[src/rtl/core_fetch.sv]
// Instruction fetch stage: PC, credit-limited in-order instruction memory requests,
// a small response FIFO toward decode, and redirect handling that drops stale responses.
module core_fetch #(
  parameter logic [31:0] RESET_PC  = 32'h0000_0000,
  parameter int          BUF_DEPTH = 2
) (
  input  logic        CLK,
  input  logic        RST,
  output logic        IMEM_REQ_VALID,
  input  logic        IMEM_REQ_READY,
  output logic [31:0] IMEM_REQ_ADDR,
  input  logic        IMEM_RSP_VALID,
  input  logic [31:0] IMEM_RSP_DATA,
  input  logic        REDIRECT,
  input  logic [31:0] REDIRECT_PC,
  output logic        INST_VALID,
  input  logic        INST_READY,
  output logic [31:0] INST,
  output logic [31:0] INST_PC
);
  localparam int AW = $clog2(BUF_DEPTH);
  localparam int CW = AW + 1;
  localparam logic [31:0]   NOP     = 32'h0000_0013;
  localparam logic [CW-1:0] ONE_C   = CW'(1);
  localparam logic [CW-1:0] DEPTH_C = CW'(BUF_DEPTH);
  localparam logic [AW-1:0] ONE_A   = AW'(1);

  logic [31:0]   pc;
  logic [31:0]   rsp_pc;
  logic [CW-1:0] outstanding;
  logic [CW-1:0] drop_cnt;
  logic [CW-1:0] count;
  logic [AW-1:0] rd_ptr;
  logic [AW-1:0] wr_ptr;
  logic [31:0]   inst_mem [BUF_DEPTH];
  logic [31:0]   pc_mem   [BUF_DEPTH];

  logic [CW:0] credit_sum;
  logic        req_fire;
  logic        rsp_live;
  logic        rsp_drop;
  logic        push;
  logic        pop;

  // Handshakes: a transfer happens on a rising edge where VALID and READY are both
  // high; VALID never waits on READY, and once raised the payload holds until the
  // transfer, except that REDIRECT or RST may withdraw a pending request.
  always_comb begin
    credit_sum     = {1'b0, outstanding} + {1'b0, count} + {1'b0, drop_cnt};
    IMEM_REQ_VALID = !RST && !REDIRECT && (credit_sum < {1'b0, DEPTH_C});
    IMEM_REQ_ADDR  = pc;
    INST_VALID     = (count != '0) && !REDIRECT;
    INST           = (count != '0) ? inst_mem[rd_ptr] : NOP;
    INST_PC        = (count != '0) ? pc_mem[rd_ptr] : '0;
    req_fire       = IMEM_REQ_VALID && IMEM_REQ_READY;
    rsp_drop       = IMEM_RSP_VALID && (drop_cnt != '0);
    rsp_live       = IMEM_RSP_VALID && (drop_cnt == '0);
    push           = rsp_live && !REDIRECT;
    pop            = INST_VALID && INST_READY;
  end

  // outstanding counts only live requests; drop_cnt counts stale ones still in flight.
  always_ff @(posedge CLK) begin
    if (RST) begin
      pc          <= RESET_PC;
      rsp_pc      <= RESET_PC;
      outstanding <= '0;
      drop_cnt    <= '0;
      count       <= '0;
      rd_ptr      <= '0;
      wr_ptr      <= '0;
    end else if (REDIRECT) begin
      pc          <= REDIRECT_PC & ~32'h3;
      rsp_pc      <= REDIRECT_PC & ~32'h3;
      outstanding <= '0;
      drop_cnt    <= drop_cnt + outstanding - (IMEM_RSP_VALID ? ONE_C : '0);
      count       <= '0;
      rd_ptr      <= '0;
      wr_ptr      <= '0;
    end else begin
      if (req_fire) pc <= pc + 32'd4;
      if (push) begin
        inst_mem[wr_ptr] <= IMEM_RSP_DATA;
        pc_mem[wr_ptr]   <= rsp_pc;
        wr_ptr           <= wr_ptr + ONE_A;
        rsp_pc           <= rsp_pc + 32'd4;
      end
      if (pop) rd_ptr <= rd_ptr + ONE_A;
      if (rsp_drop) drop_cnt <= drop_cnt - ONE_C;
      case ({req_fire, rsp_live})
        2'b10:   outstanding <= outstanding + ONE_C;
        2'b01:   outstanding <= outstanding - ONE_C;
        default: outstanding <= outstanding;
      endcase
      case ({push, pop})
        2'b10:   count <= count + ONE_C;
        2'b01:   count <= count - ONE_C;
        default: count <= count;
      endcase
    end
  end

  // Credits bound buffered plus in-flight words, so a full FIFO never sees a push.
  always_ff @(posedge CLK) begin
    if (!RST && push) assert (count != DEPTH_C);
  end
endmodule

[config.mk]
export PLATFORM = sky130hd
export DESIGN_NAME = core_fetch
export DESIGN_NICKNAME = d
export VERILOG_FILES = /design/src/rtl/core_fetch.sv
export SDC_FILE = /design/constraint.sdc
export NUM_CORES = 1
export LEC_CHECK = 0
export BUFFER_PORTS_ARGS = -buffer_cell sky130_fd_sc_hd__buf_2
export CAP_MARGIN = 20
export CORE_UTILIZATION = 30
export DETAILED_ROUTE_END_ITERATION = 7
export PLACE_DENSITY = 0.47
export SLEW_MARGIN = 25
export SYNTH_ARGS = -nofsm -noshare
export SYNTH_HDL_FRONTEND = slang
export SYNTH_SLANG_ARGS = --single-unit
[constraint.sdc]
create_clock -name CLK -period 7.9 [get_ports CLK]
set_clock_uncertainty 0.05 [all_clocks]
set_input_delay 1.58 -clock CLK [delete_from_list [all_inputs] [get_ports CLK]]
set_output_delay 1.58 -clock CLK [all_outputs]
set_load 0.01 [all_outputs]
# == Yosys cells after proc, flatten, opt, wreduce, memory -nomap -nowiden ==
# Memories as Yosys holds them, arrays and structs flattened. A register that Yosys moved wholly into a read port is not among the register bits.
# Cells that the tools add are included.
# op_classes
n_eq_ne,4
magnitude_cmp,1
n_addsub,13
muxes,19
n_reduce_logical,19
# ops
op,n
$mux W32,6
$add A32 B3 Y32 const B,2
$reduce_bool A2 Y1,7
$mux W1,9
$logic_and A1 B1 Y1,8
$pmux W2 S2,2
$sub A2 B1 Y2 const B,3
$add A2 B1 Y2 const B,2
$eq A2 B1 Y1 const B,2
$eq A2 B2 Y1 const B,2
$mux W2,2
$add A2 B2 Y3,1
$add A3 B2 Y3,1
$lt A3 B2 Y1 const B,1
$add A1 B1 Y1 const B,2
$add A2 B2 Y2,1
$logic_not A1 Y1,2
$logic_not A2 Y1,1
$reduce_or A2 Y1,1
$sub A2 B1 Y2,1
# word_totals
ram_bits,128
input_bits,70
memories,2
word_cells,67
out_inout_bits,98
regBits,72
# mem_list
memory,depth,width,read_ports,rd_clocked_by_memory_dff,write_ports,line,source
inst_mem,2,32,1,1,1,35,logic [31:0] inst_mem [BUF_DEPTH];
pc_mem,2,32,1,1,1,36,logic [31:0] pc_mem [BUF_DEPTH];

# == Depth between registers and ports, before layout ==
# Gate-level depths: netlist (run 1).
# depth
ltp_word,7
ltp_mapped,13

# == Least setup slack after synthesis (run 1) ==
# No wires, ideal clock.
# synth_path
path_type,input to register
start,in REDIRECT
end,mem inst_mem[0][0] (enable)
path_stages,4
setup_slack_ns,1.151
n_path_buf,1
t_arrival_ns,6.140
setup_time_ns,0.558
t_required_ns,7.292
path_cell_list,buf_6 > clkinv_1 > nand2_1 > nor3_1
# synth_between
elab_chain_len,6
# synth_rtl
element,line,source
start: declaration,14,"input logic REDIRECT,"
$logic_not A1 Y1,58,push = rsp_live && !REDIRECT;
$logic_and A1 B1 Y1,58,
$mux W1,82,if (push) begin
$mux W1 *,72,end else if (REDIRECT) begin
$mux W1 *,64,if (RST) begin
$mux W1 (implied by the code) *,83,inst_mem[wr_ptr] <= IMEM_RSP_DATA;
end: declaration,35,
# Mark *: on every way between the ends. The rest lies on a longest branch, timed or not.

# == Final worst setup path (run 1) ==
# layout_path
start,in REDIRECT
end,out IMEM_REQ_VALID
# layout_between
elab_chain_len,3
# layout_rtl
element,line,source
$logic_not A1 Y1,50,"IMEM_REQ_VALID = !RST && !REDIRECT && (credit_sum < {1'b0, DEPTH_C});"
$logic_and A1 B1 Y1 (2 in series),50,
end: declaration,9,"output logic IMEM_REQ_VALID,"
# No other way between the ends.

==> results.txt, run 1 <==
----------------------------------------------------
[Logic synthesis]
  Biggest area consumer among synthesized cells ... sky130_fd_sc_hd__edfxtp_1
  Cell count after synthesis ... 742
  Cell Area, Synth ... 8500 sq um
  Post-synth cell types ... 49
  YS warnings ... 0
  Largest cells by area after synthesis ... sky130_fd_sc_hd__edfxtp_1, sky130_fd_sc_hd__dfxtp_1, sky130_fd_sc_hd__mux2i_1, sky130_fd_sc_hd__nor2_1, sky130_fd_sc_hd__xnor2_1
  Mean instance size in the synthesized netlist ... 11.5 sq um
  Flip-flop and latch count after synthesis ... 193
  Dominant synthesized flop cell ... sky130_fd_sc_hd__edfxtp_1
  Register area share after synthesis ... 0.601
  Yosys top cell area share ... 0.438
  Async set-reset flop share out of synthesis ... 0
  Number of enable-type register cells in the synthesized netlist ... 124

[CTS]
  Number of setup buffers added after CTS ... 0
  Count of hold buffers inserted by post-cts repair ... 0
  Total number of H-tree levels ... 4
  CTS Sinks ... 193
  Inserted Clock Buffers ... 17
  Clock slew at reported path FFs ... 0.06 ns
  Skew-Pair Late Insertion Delay ... 0.43 ns
  Number of gates resized after CTS ... 0
  Root cell of the clock tree ... sky130_fd_sc_hd__clkbuf_16
  Clock tree from TritonCTS ... built
  Worst-case clock buffer depth ... 2

[Run status]
  Run status ... complete, no violations

[Worst setup path]
  Source of the worst register-to-register timing path ... count[1]
  Critical path's top delay family ... buffers and inverters
  Worst path arrival time ... 3.58 ns
  Critical Path Sink Type ... output port
  Cell breakdown of the critical path ... buf_2, clkinv_1, buf_4, nand2_1, nor3_1, buf_2
  Worst Setup Path Type ... primary input to output port
  Critical Path Fanout Max ... 63
  Worst Setup SP ... REDIRECT
  Delay contributed by the slowest stage of the critical path ... 0.58 ns
  Crit-path most repeated cell ... sky130_fd_sc_hd__buf_2
  Count of buffering cells on the critical path with inverters included ... 4
  CP required ... 6.27 ns
  Crit start category ... primary input
  Critical Path Slowest Stage Cell ... sky130_fd_sc_hd__nand2_1

[Timing]
  Tightest slew margin relative to the limit ... 0.396
  Final Max Slew Viols ... 0
  Number of failing setup endpoints in the final timing report ... 0
  Post-route minimum period ... 5.21 ns
  Aggregate negative setup slack ... 0 ns
  Final critical-path share of the clock period ... 0.660
  Hold Vio Cnt, Final ... 0
  Maximum frequency from static timing analysis ... 192 MHz
  Unrepaired setup endpoints after global routing ... false
  Slew at the pin closest to its max-slew limit ... 0.906 ns

[Drt]
  Total vias in the final route ... 6,119
  Routed wire length per instance ... 16.9 um
  Post-detailed-routing wire length ... 21.6 mm
  Number of remaining DRC errors ... 0
  Violation count after the first detailed-routing iteration ... 358
  Post-DR vias/cell ... 4.78
  Antenna viol nets, final ... 0
  TritonRoute pass-1 iters ... 5

[Floorplan]
  Placeable core region ... 27,900 sq um
  Die Wd ... 170 um
  Full die area ... 29,000 sq um
  Initial cell density of the core ... 0.305
  Row count ... 61
  I/O pin count ... 168
  Vertical die dimension ... 170 um

[Global route]
  All-Layer GR Usage ... 0.150
  Total congestion overflow after global routing ... 0
  First-pass GRT wire length ... 33.0 mm
  Via count of the first global-routing pass ... 5,726
  Antenna violations before repair ... 0
  Largest net degree at the start of global routing ... 64

[Finish]
  Multi-input combinational cell area ... 3170 sq um
  Total of fill cells in the finished design ... 2,787
  Final non-filler cell total ... 1,280
  Sequential standard cell area ... 5110 sq um
  Most common cell after layout, fill and taps aside ... sky130_fd_sc_hd__buf_2
  Antenna cells ... 0
  Area growth from synthesis to final layout ... 20.3%
  Number of nets at the end of the flow ... 971
  Commonest cells after routing, fill and taps aside ... sky130_fd_sc_hd__buf_2, sky130_fd_sc_hd__edfxtp_1, sky130_fd_sc_hd__nor2_1
  Ratio of cells with drive above 1 in the final layout ... 0.225

[Place]
  Post-detailed-placement half-perimeter wirelength ... 14.3 mm
  Routability congestion estimate ... 0.802
  Port-buffer cells ... 161
  Cell total after placement ... 1,249

[Worst hold path]
  Class of the tightest hold or removal check ... flip-flop to flip-flop
  Hold_sp ... rsp_pc[31]

[Power and ir drop]
  Pwr Density ... 213 nW/um^2
  Worst vdd ir ... 0.000139 V
  LEAKAGE ... 3.64 nW

[Flow run]
  Max-Cap Viols ... 0

----------------------------------------------------
[logic make-up after synthesis]
family | Yosys count | synth area share
simple gates | 250 | 0.142
flops | 193 | 0.601
compound gates | 114 | 0.0852
mux | 66 | 0.0779
buf+inv | 61 | 0.0296
xor+xnor | 46 | 0.0474
fa+ha+maj | 11 | 0.0171
other cells | 1 | 0.000441
[synth_stat cells (6+ instances only)]
cell,number
sky130_fd_sc_hd__edfxtp_1,124
sky130_fd_sc_hd__nor2_1,102
sky130_fd_sc_hd__dfxtp_1,69
sky130_fd_sc_hd__mux2i_1,65
sky130_fd_sc_hd__nand2_1,45
sky130_fd_sc_hd__clkbuf_1,32
sky130_fd_sc_hd__xnor2_1,32
sky130_fd_sc_hd__o21ai_0,25
sky130_fd_sc_hd__a21oi_1,24
sky130_fd_sc_hd__nand3_1,20
sky130_fd_sc_hd__nand4_1,16
sky130_fd_sc_hd__a31oi_1,15
sky130_fd_sc_hd__inv_1,15
sky130_fd_sc_hd__xor2_1,14
sky130_fd_sc_hd__a211oi_1,12
sky130_fd_sc_hd__nor3_1,12
sky130_fd_sc_hd__and4_1,11
sky130_fd_sc_hd__nor4_1,11
sky130_fd_sc_hd__ha_1,10
sky130_fd_sc_hd__and2_1,9
sky130_fd_sc_hd__a21boi_0,8
sky130_fd_sc_hd__and3_1,8
sky130_fd_sc_hd__buf_1,7
sky130_fd_sc_hd__or3_1,7
sky130_fd_sc_hd__o22ai_1,6
[final cells by class]
type / count / area share
clock inverters: 10 / 0.00869
multi-input cells: 491 / 0.310
flip-flops and latches: 193 / 0.500
clock buffers: 21 / 0.0431
repair buffers: 170 / 0.0858
well taps: 378 / 0.0463
inverters: 17 / 0.00624
[routing by layer]
metal,wire length [um],global-route usage,vias up,part of all wire
met1,11000,0.218,2923,0.51
met3,1190,0.0319,7,0.055
li1,-,-,3004,-
met2,9300,0.225,185,0.43
met5,0,0,-,0
met4,145,0.0353,0,0.0067
[path summary, 6_finish.rpt]
check | end | slack, ns | depth (start not counted)
max reg2reg | outstanding[1] | 4.21 | 12
min reg2reg | pc_mem[0][31] | 0.45 | 0
min | pc_mem[0][31] | 0.45 | 0
max | IMEM_REQ_VALID | 2.69 | 6
[power by group]
group,total (mW),internal [mW],switching [mW]
Clock,0.803,0.432,0.372
Sequential,1.16,1.12,0.0409
Combinational,0.210,0.0845,0.126
[stage by stage]
step                setup WS, ns  area, sq um  power [mW]   util  hold WS [ns]
floorplan                   1.15         8510        1.30      -         0.391
global placement            2.67         9690        1.39  0.348         0.413
detailed placement          2.67         9690        1.39  0.348         0.420
CTS                         2.67        10200        2.20  0.367         0.438
global route                2.48        10200        2.27  0.367         0.456
finish                      2.69        10200        2.17  0.367         0.445
[sequential cells by signal (all words and copies together), names as in the netlist, named ones only]
register       cells
IMEM_REQ_ADDR     30
count              2
drop_cnt           2
inst_mem          64
outstanding        2
pc_mem            60
rd_ptr             1
rsp_pc            30
wr_ptr             1
Power figures use the tool's default switching activity.
==> run 2: changes to the inputs <==
clock period = 5.31 ns   (was 7.9 ns; I/O delays follow)
==> results.txt, run 2 (synthesized netlist as in run 1, its figures left out) <==
----------------------------------------------------
[CTS]
  Skew-Pair Late Insertion Delay ... 0.43 ns (about the same)
  Number of setup buffers added after CTS ... 0 (unchanged)
  Worst-case clock buffer depth ... 2 (unchanged)
  Inserted Clock Buffers ... 17 (unchanged)
  Clock slew at reported path FFs ... 0.08 ns (+0.02 ns)
  Clock tree from TritonCTS ... built
  Count of hold buffers inserted by post-cts repair ... 0 (unchanged)
  CTS Sinks ... 193 (unchanged)
  Total number of H-tree levels ... 4 (unchanged)
  Root cell of the clock tree ... sky130_fd_sc_hd__clkbuf_16
  Number of gates resized after CTS ... 0 (unchanged)

[Power and ir drop]
  LEAKAGE ... 3.70 nW (+1.6%)
  Share of power burned in the clock network ... 0.389 (+0.019)
  Switching power summed over all nets ... 0.874 mW (+62%)
  Fraction of power consumed by sequential logic ... 0.517 (-0.017)
  Pwr Density ... 324 nW/um^2 (+52%)
  Switching Share ... 0.262 (+0.0140)
  Total power of the final layout ... 3.34 mW (+54%)
  Logic gate share of total power ... 0.094 (-0.003)
  Int Power ... 2.47 mW (+51%)
  Worst vdd ir ... 0.000174 V (+25%)

[Worst setup path]
  Cell breakdown of the critical path ... inv_1, fa_1, inv_1, ha_1, or4b_4, nor2_1, buf_4, inv_1, ha_1, or3_1, a21oi_1
  Source of the worst register-to-register timing path ... count[1]
  Reg-to-reg slack, setup ... 1.85 ns (-2.36 ns)
  Critical path capture point ... outstanding[1]
  Worst Setup Path Type ... flip-flop to flip-flop
  Capturing point of the worst reg2reg path ... outstanding[1]
  Worst Setup SP ... count[1]
  Crit start category ... flip-flop
  Critical Path Fanout Max ... 13 (-79%)
  Crit-path most repeated cell ... sky130_fd_sc_hd__inv_1
  Worst path arrival time ... 3.77 ns (+0.19 ns)
  Critical Path Sink Type ... flip-flop
  Delay contributed by the slowest stage of the critical path ... 0.52 ns (-0.06 ns)
  CP required ... 5.62 ns (-0.65 ns)
  Reg2reg path depth ... 11 (-1)
  Critical Path Slowest Stage Cell ... sky130_fd_sc_hd__or4b_4

[Global route]
  Via count of the first global-routing pass ... 5,655 (-1.2%)
  All-Layer GR Usage ... 0.152 (+0.00225)
  First-pass GRT wire length ... 33.2 mm (+0.61%)
  Total congestion overflow after global routing ... 0 (unchanged)
  Largest net degree at the start of global routing ... 63 (-1.6%)
  Antenna violations before repair ... 0 (unchanged)

[Drt]
  Post-DR vias/cell ... 4.73 (-1.0%)
  Post-detailed-routing wire length ... 21.9 mm (+1.4%)
  Antenna viol nets, final ... 0 (unchanged)
  TritonRoute pass-1 iters ... 5 (unchanged)
  Number of remaining DRC errors ... 0 (unchanged)
  Routed wire length per instance ... 17.1 um (+1.1%)
  Violation count after the first detailed-routing iteration ... 322 (-10%)
  Total vias in the final route ... 6,077 (-0.69%)

[Finish]
  Total of fill cells in the finished design ... 2,814 (+0.97%)
  Register bank with the most flops ... inst_mem
  Largest registers ranked by flip-flop count ... inst_mem: 64 flops, pc_mem: 60 flops
  Antenna cells ... 0 (unchanged)
  Area growth from synthesis to final layout ... 21.3%
  Flip-flop count of the largest register, all copies and words added ... 64 (unchanged)
  Final non-filler cell total ... 1,284 (+0.31%)
  Number of nets at the end of the flow ... 974 (+0.31%)
  Most common cell after layout, fill and taps aside ... sky130_fd_sc_hd__buf_2
  Commonest cells after routing, fill and taps aside ... sky130_fd_sc_hd__buf_2, sky130_fd_sc_hd__edfxtp_1, sky130_fd_sc_hd__nor2_1
  Ratio of cells with drive above 1 in the final layout ... 0.234 (+0.00894)

[Timing]
  Number of failing setup endpoints in the final timing report ... 0 (unchanged)
  Tightest slew margin relative to the limit ... 0.367 (-0.0285)
  Maximum frequency from static timing analysis ... 289 MHz
  Post-route minimum period ... 3.46 ns
  Slew at the pin closest to its max-slew limit ... 0.942 ns (+0.0355 ns)
  Final critical-path share of the clock period ... 0.651
  Unrepaired setup endpoints after global routing ... false
  Final Max Slew Viols ... 0 (unchanged)
  Crit path setup slack, layout ... 1.85 ns (-0.835 ns)
  Aggregate negative setup slack ... 0 ns (unchanged)
  Hold Vio Cnt, Final ... 0 (unchanged)

[Place]
  Routability congestion estimate ... 0.839 (+4.6%)
  Cell total after placement ... 1,252 (+0.24%)
  Port-buffer cells ... 161 (unchanged)
  Post-detailed-placement half-perimeter wirelength ... 15.1 mm (+5.4%)
  Worst setup slack after placement ... 1.86 ns (-0.812 ns)

[Floorplan]
  Die Wd ... 170 um (unchanged)
  I/O pin count ... 168 (unchanged)
  Vertical die dimension ... 170 um (unchanged)
  Initial cell density of the core ... 0.305 (unchanged)
  Row count ... 61 (unchanged)
  Placeable core region ... 27,900 sq um (unchanged)
  Full die area ... 29,000 sq um (unchanged)

[Run status]
  Run status ... complete, no violations

[Worst hold path]
  Class of the tightest hold or removal check ... flip-flop to flip-flop

[Flow run]
  Max-Cap Viols ... 0 (unchanged)

----------------------------------------------------
## run 2: cell count changes in the layout (fill, tap and decap cells not counted), moves of 2 or more
cell,previous run,this run
sky130_fd_sc_hd__inv_8,0,5
sky130_fd_sc_hd__buf_4,8,12
sky130_fd_sc_hd__clkbuf_1,4,0
sky130_fd_sc_hd__clkinv_1,5,3
sky130_fd_sc_hd__clkinv_8,0,2
sky130_fd_sc_hd__clkinvlp_4,4,2
sky130_fd_sc_hd__nor3_2,2,0
## run 2: critical path: cells and delay by family, from the launching register on
kind	cells	cell delay (ns)
AOI/OAI and AO/OA	1	0.13
adders and majority gates	3	1.17
buffers and inverters	4	0.57
DFF	1	0.48
and+or+nand+nor	3	0.98
## run 2: worst min-delay path by stage
| stage | slack [ns] | end | startpoint | cells after the start |
|---|---|---|---|---|
| 2_1_floorplan | 0.39 | pc_mem[0][5] | rsp_pc[5] | 0 |
| 3_3_place_gp | 0.41 | pc_mem[0][31] | rsp_pc[31] | 0 |
| 3_5_place_dp | 0.41 | pc_mem[0][31] | rsp_pc[31] | 0 |
| 4_1_cts | 0.43 | pc_mem[1][31] | rsp_pc[31] | 0 |
| 5_1_grt | 0.46 | pc_mem[1][31] | rsp_pc[31] | 0 |
| 6_report | 0.43 | pc_mem[1][31] | rsp_pc[31] | 0 |
## run 2: power groups by stage
stage,clock network (mW),logic [mW],registers [mW]
2_1_floorplan,0,0.188,1.75
3_3_place_gp,0,0.314,1.76
3_5_place_dp,0,0.317,1.76
4_1_cts,1.33,0.318,1.73
5_1_grt,1.39,0.350,1.74
6_report,1.30,0.314,1.73
## run 2: through the flow
stage | area (sq um) | hold slack (ns) | util
floorplan | 8520 | 0.391 | -
finish | 10300 | 0.426 | 0.370
CTS | 10300 | 0.426 | 0.370
global route | 10300 | 0.457 | 0.370
detailed placement | 9720 | 0.414 | 0.349
global placement | 9720 | 0.407 | 0.349
## run 2: cell type report
class,count,area (sq um),area share
sequential,193,5110,0.495
multi-input combinational,491,3170,0.308
timing repair buffer,173,896,0.0869
tap,378,473,0.0459
clock buffer,17,425,0.0412
clock inverter,15,173,0.0167
inverter,17,63.8,0.00619
## run 2: per-layer routing
metal	up-vias	global-route usage	part of all wire
met5	-	0	0
met4	0	0.0376	0.0072
met3	10	0.0326	0.050
met2	168	0.226	0.43
met1	2884	0.223	0.52
li1	3015	-	-
==> run 3: changes to the inputs <==
PLACE_DENSITY = 0.48   (was 0.47)
clock period = 3 ns   (was 5.31 ns; I/O delays follow)
==> results.txt, run 3 (synthesized netlist as in run 1, its figures left out) <==
----------------------------------------------------
[Run status]
  Run status ... complete, no violations

[Power and ir drop]
  Share of power burned in the clock network ... 0.384 (-0.005)
  LEAKAGE ... 3.79 nW (+2.5%)
  Total power of the final layout ... 5.93 mW (+77%)
  Logic gate share of total power ... 0.101 (+0.007)
  Switching power summed over all nets ... 1.54 mW (+76%)
  Pwr Density ... 563 nW/um^2 (+74%)
  Switching Share ... 0.259 (-0.00221)
  Fraction of power consumed by sequential logic ... 0.515 (-0.002)
  Int Power ... 4.39 mW (+78%)
  Worst vdd ir ... 0.000328 V (+89%)

[Timing]
  Slew at the pin closest to its max-slew limit ... 0.752 ns (-0.190 ns)
  Final Max Slew Viols ... 0 (unchanged)
  Post-route minimum period ... 2.97 ns (-0.485 ns)
  Maximum frequency from static timing analysis ... 337 MHz (+16%)
  Tightest slew margin relative to the limit ... 0.497 (+0.130)
  Hold Vio Cnt, Final ... 0 (unchanged)
  Final critical-path share of the clock period ... 0.990 (+0.339)
  Number of failing setup endpoints in the final timing report ... 0 (unchanged)
  Unrepaired setup endpoints after global routing ... true
  Crit path setup slack, layout ... 0.0295 ns (-1.83 ns)

[Drt]
  Post-detailed-routing wire length ... 21.9 mm (-0.20%)
  Antenna viol nets, final ... 0 (unchanged)
  Violation count after the first detailed-routing iteration ... 373 (+16%)
  Post-DR vias/cell ... 4.74 (+0.24%)
  Routed wire length per instance ... 16.8 um (-1.6%)
  Number of remaining DRC errors ... 0 (unchanged)
  TritonRoute pass-1 iters ... 4 (-1)
  Total vias in the final route ... 6,177 (+1.6%)

[Floorplan]
  Initial cell density of the core ... 0.305 (unchanged)
  Die Wd ... 170 um (unchanged)
  Row count ... 61 (unchanged)
  Full die area ... 29,000 sq um (unchanged)
  Vertical die dimension ... 170 um (unchanged)
  I/O pin count ... 168 (unchanged)
  Placeable core region ... 27,900 sq um (unchanged)

[Finish]
  Register bank with the most flops ... inst_mem
  Flip-flop count of the largest register, all copies and words added ... 64 (unchanged)
  Largest registers ranked by flip-flop count ... inst_mem: 64 flops, pc_mem: 60 flops
  Commonest cells after routing, fill and taps aside ... sky130_fd_sc_hd__buf_2, sky130_fd_sc_hd__edfxtp_1, sky130_fd_sc_hd__nor2_1
  Ratio of cells with drive above 1 in the final layout ... 0.262 (+0.0279)
  Area growth from synthesis to final layout ... 23.8%
  Most common cell after layout, fill and taps aside ... sky130_fd_sc_hd__buf_2
  Number of nets at the end of the flow ... 992 (+1.8%)
  Sequential standard cell area ... 5110 sq um (about the same)
  Total of fill cells in the finished design ... 2,798 (-0.57%)
  Antenna cells ... 0 (unchanged)
  Multi-input combinational cell area ... 3220 sq um (+1.3%)

[Global route]
  First-pass GRT wire length ... 33.5 mm (+1.0%)
  Largest net degree at the start of global routing ... 63 (unchanged)
  Via count of the first global-routing pass ... 5,803 (+2.6%)
  Total congestion overflow after global routing ... 0 (unchanged)
  Antenna violations before repair ... 0 (unchanged)
  All-Layer GR Usage ... 0.153 (+0.000493)

[Worst setup path]
  Crit start category ... flip-flop
  Critical path's top delay family ... simple AND/OR/NAND/NOR gates
  Delay contributed by the slowest stage of the critical path ... 0.53 ns (about the same)
  Cell breakdown of the critical path ... inv_2, fa_1, inv_1, ha_4, or4b_4, or4_4, or4_4, xnor2_1, o21a_1
  Worst Setup SP ... outstanding[1]
  Crit-path most repeated cell ... sky130_fd_sc_hd__or4_4
  CP required ... 3.27 ns (-2.35 ns)
  Worst Setup Path Type ... flip-flop to flip-flop
  Worst path arrival time ... 3.24 ns (-0.53 ns)
  Critical Path Fanout Max ... 2 (-11)
  Critical Path Slowest Stage Cell ... sky130_fd_sc_hd__fa_1
  Critical Path Sink Type ... flip-flop
  Count of buffering cells on the critical path with inverters included ... 2 (-2)
  Source of the worst register-to-register timing path ... outstanding[1]

[Place]
  Worst setup slack after placement ... -0.0392 ns (-1.90 ns)
  Routability congestion estimate ... 0.855 (+1.9%)
  Port-buffer cells ... 161 (unchanged)
  Post-detailed-placement half-perimeter wirelength ... 15.2 mm (+0.36%)

[Worst hold path]
  Class of the tightest hold or removal check ... primary input to flip-flop
  Hold_sp ... IMEM_RSP_DATA[17]

[CTS]
  Clock tree from TritonCTS ... built
  Count of hold buffers inserted by post-cts repair ... 0 (unchanged)
  Root cell of the clock tree ... sky130_fd_sc_hd__clkbuf_16
  Clock slew at reported path FFs ... 0.07 ns (about the same)
  Total number of H-tree levels ... 4 (unchanged)
  Inserted Clock Buffers ... 17 (unchanged)
  CTS Sinks ... 193 (unchanged)
  Skew-Pair Late Insertion Delay ... 0.42 ns (about the same)
  Worst-case clock buffer depth ... 2 (unchanged)
  Number of setup buffers added after CTS ... 0 (unchanged)

[Flow run]
  Max-Cap Viols ... 0 (unchanged)

----------------------------------------------------
## run 3: layer usage
metal / GRT usage / vias up / part of all wire
met5: 0 / - / 0
met4: 0.0364 / 0 / 0.0081
met3: 0.0302 / 10 / 0.045
met2: 0.235 / 172 / 0.44
met1: 0.219 / 2926 / 0.50
li1: - / 3069 / -
## run 3: stage by stage
stage	area (sq um)	TNS [ns]	hold slack, ns	utilization	cells
3_5_place_dp	9910	-0.0392	0.423	0.356	1270
2_1_floorplan	8560	-0.0631	0.391	-	745
6_report	10500	0	0.310	0.378	1302
3_3_place_gp	9910	-0.0458	0.418	0.356	1270
4_1_cts	10500	0	0.290	0.378	1302
5_1_grt	10500	-0.0474	0.281	0.378	1302
## run 3: what timing repair did
item | CTS | global route
setup endpoints to repair | 1 | 4
pin swaps | 1 | 0
resized for setup | 2 | 2
## run 3: worst paths after layout
check                           end  slack (ns)  depth (start not counted)
setup / recovery  IMEM_REQ_ADDR[17]        0.03                          9
hold / removal      inst_mem[0][17]        0.31                          1
setup reg to reg  IMEM_REQ_ADDR[17]        0.03                          9
hold reg to reg       pc_mem[1][31]        0.44                          0
## run 3: layout make-up
type	count	share of cell area
flip-flops and latches	193	0.486
multi-input cells	491	0.305
repair buffers	191	0.102
well taps	378	0.0449
clock buffers	17	0.0404
clock inverters	15	0.0159
inverters	17	0.00606
## run 3: power by group through the flow
| stage | combinational, mW | clock (mW) | sequential (mW) |
|---|---|---|---|
| after floorplan | 0.344 | 0 | 3.10 |
| after global placement | 0.594 | 0 | 3.11 |
| after detailed placement | 0.598 | 0 | 3.11 |
| after CTS | 0.606 | 2.34 | 3.05 |
| after global routing | 0.668 | 2.46 | 3.07 |
| final | 0.599 | 2.28 | 3.05 |
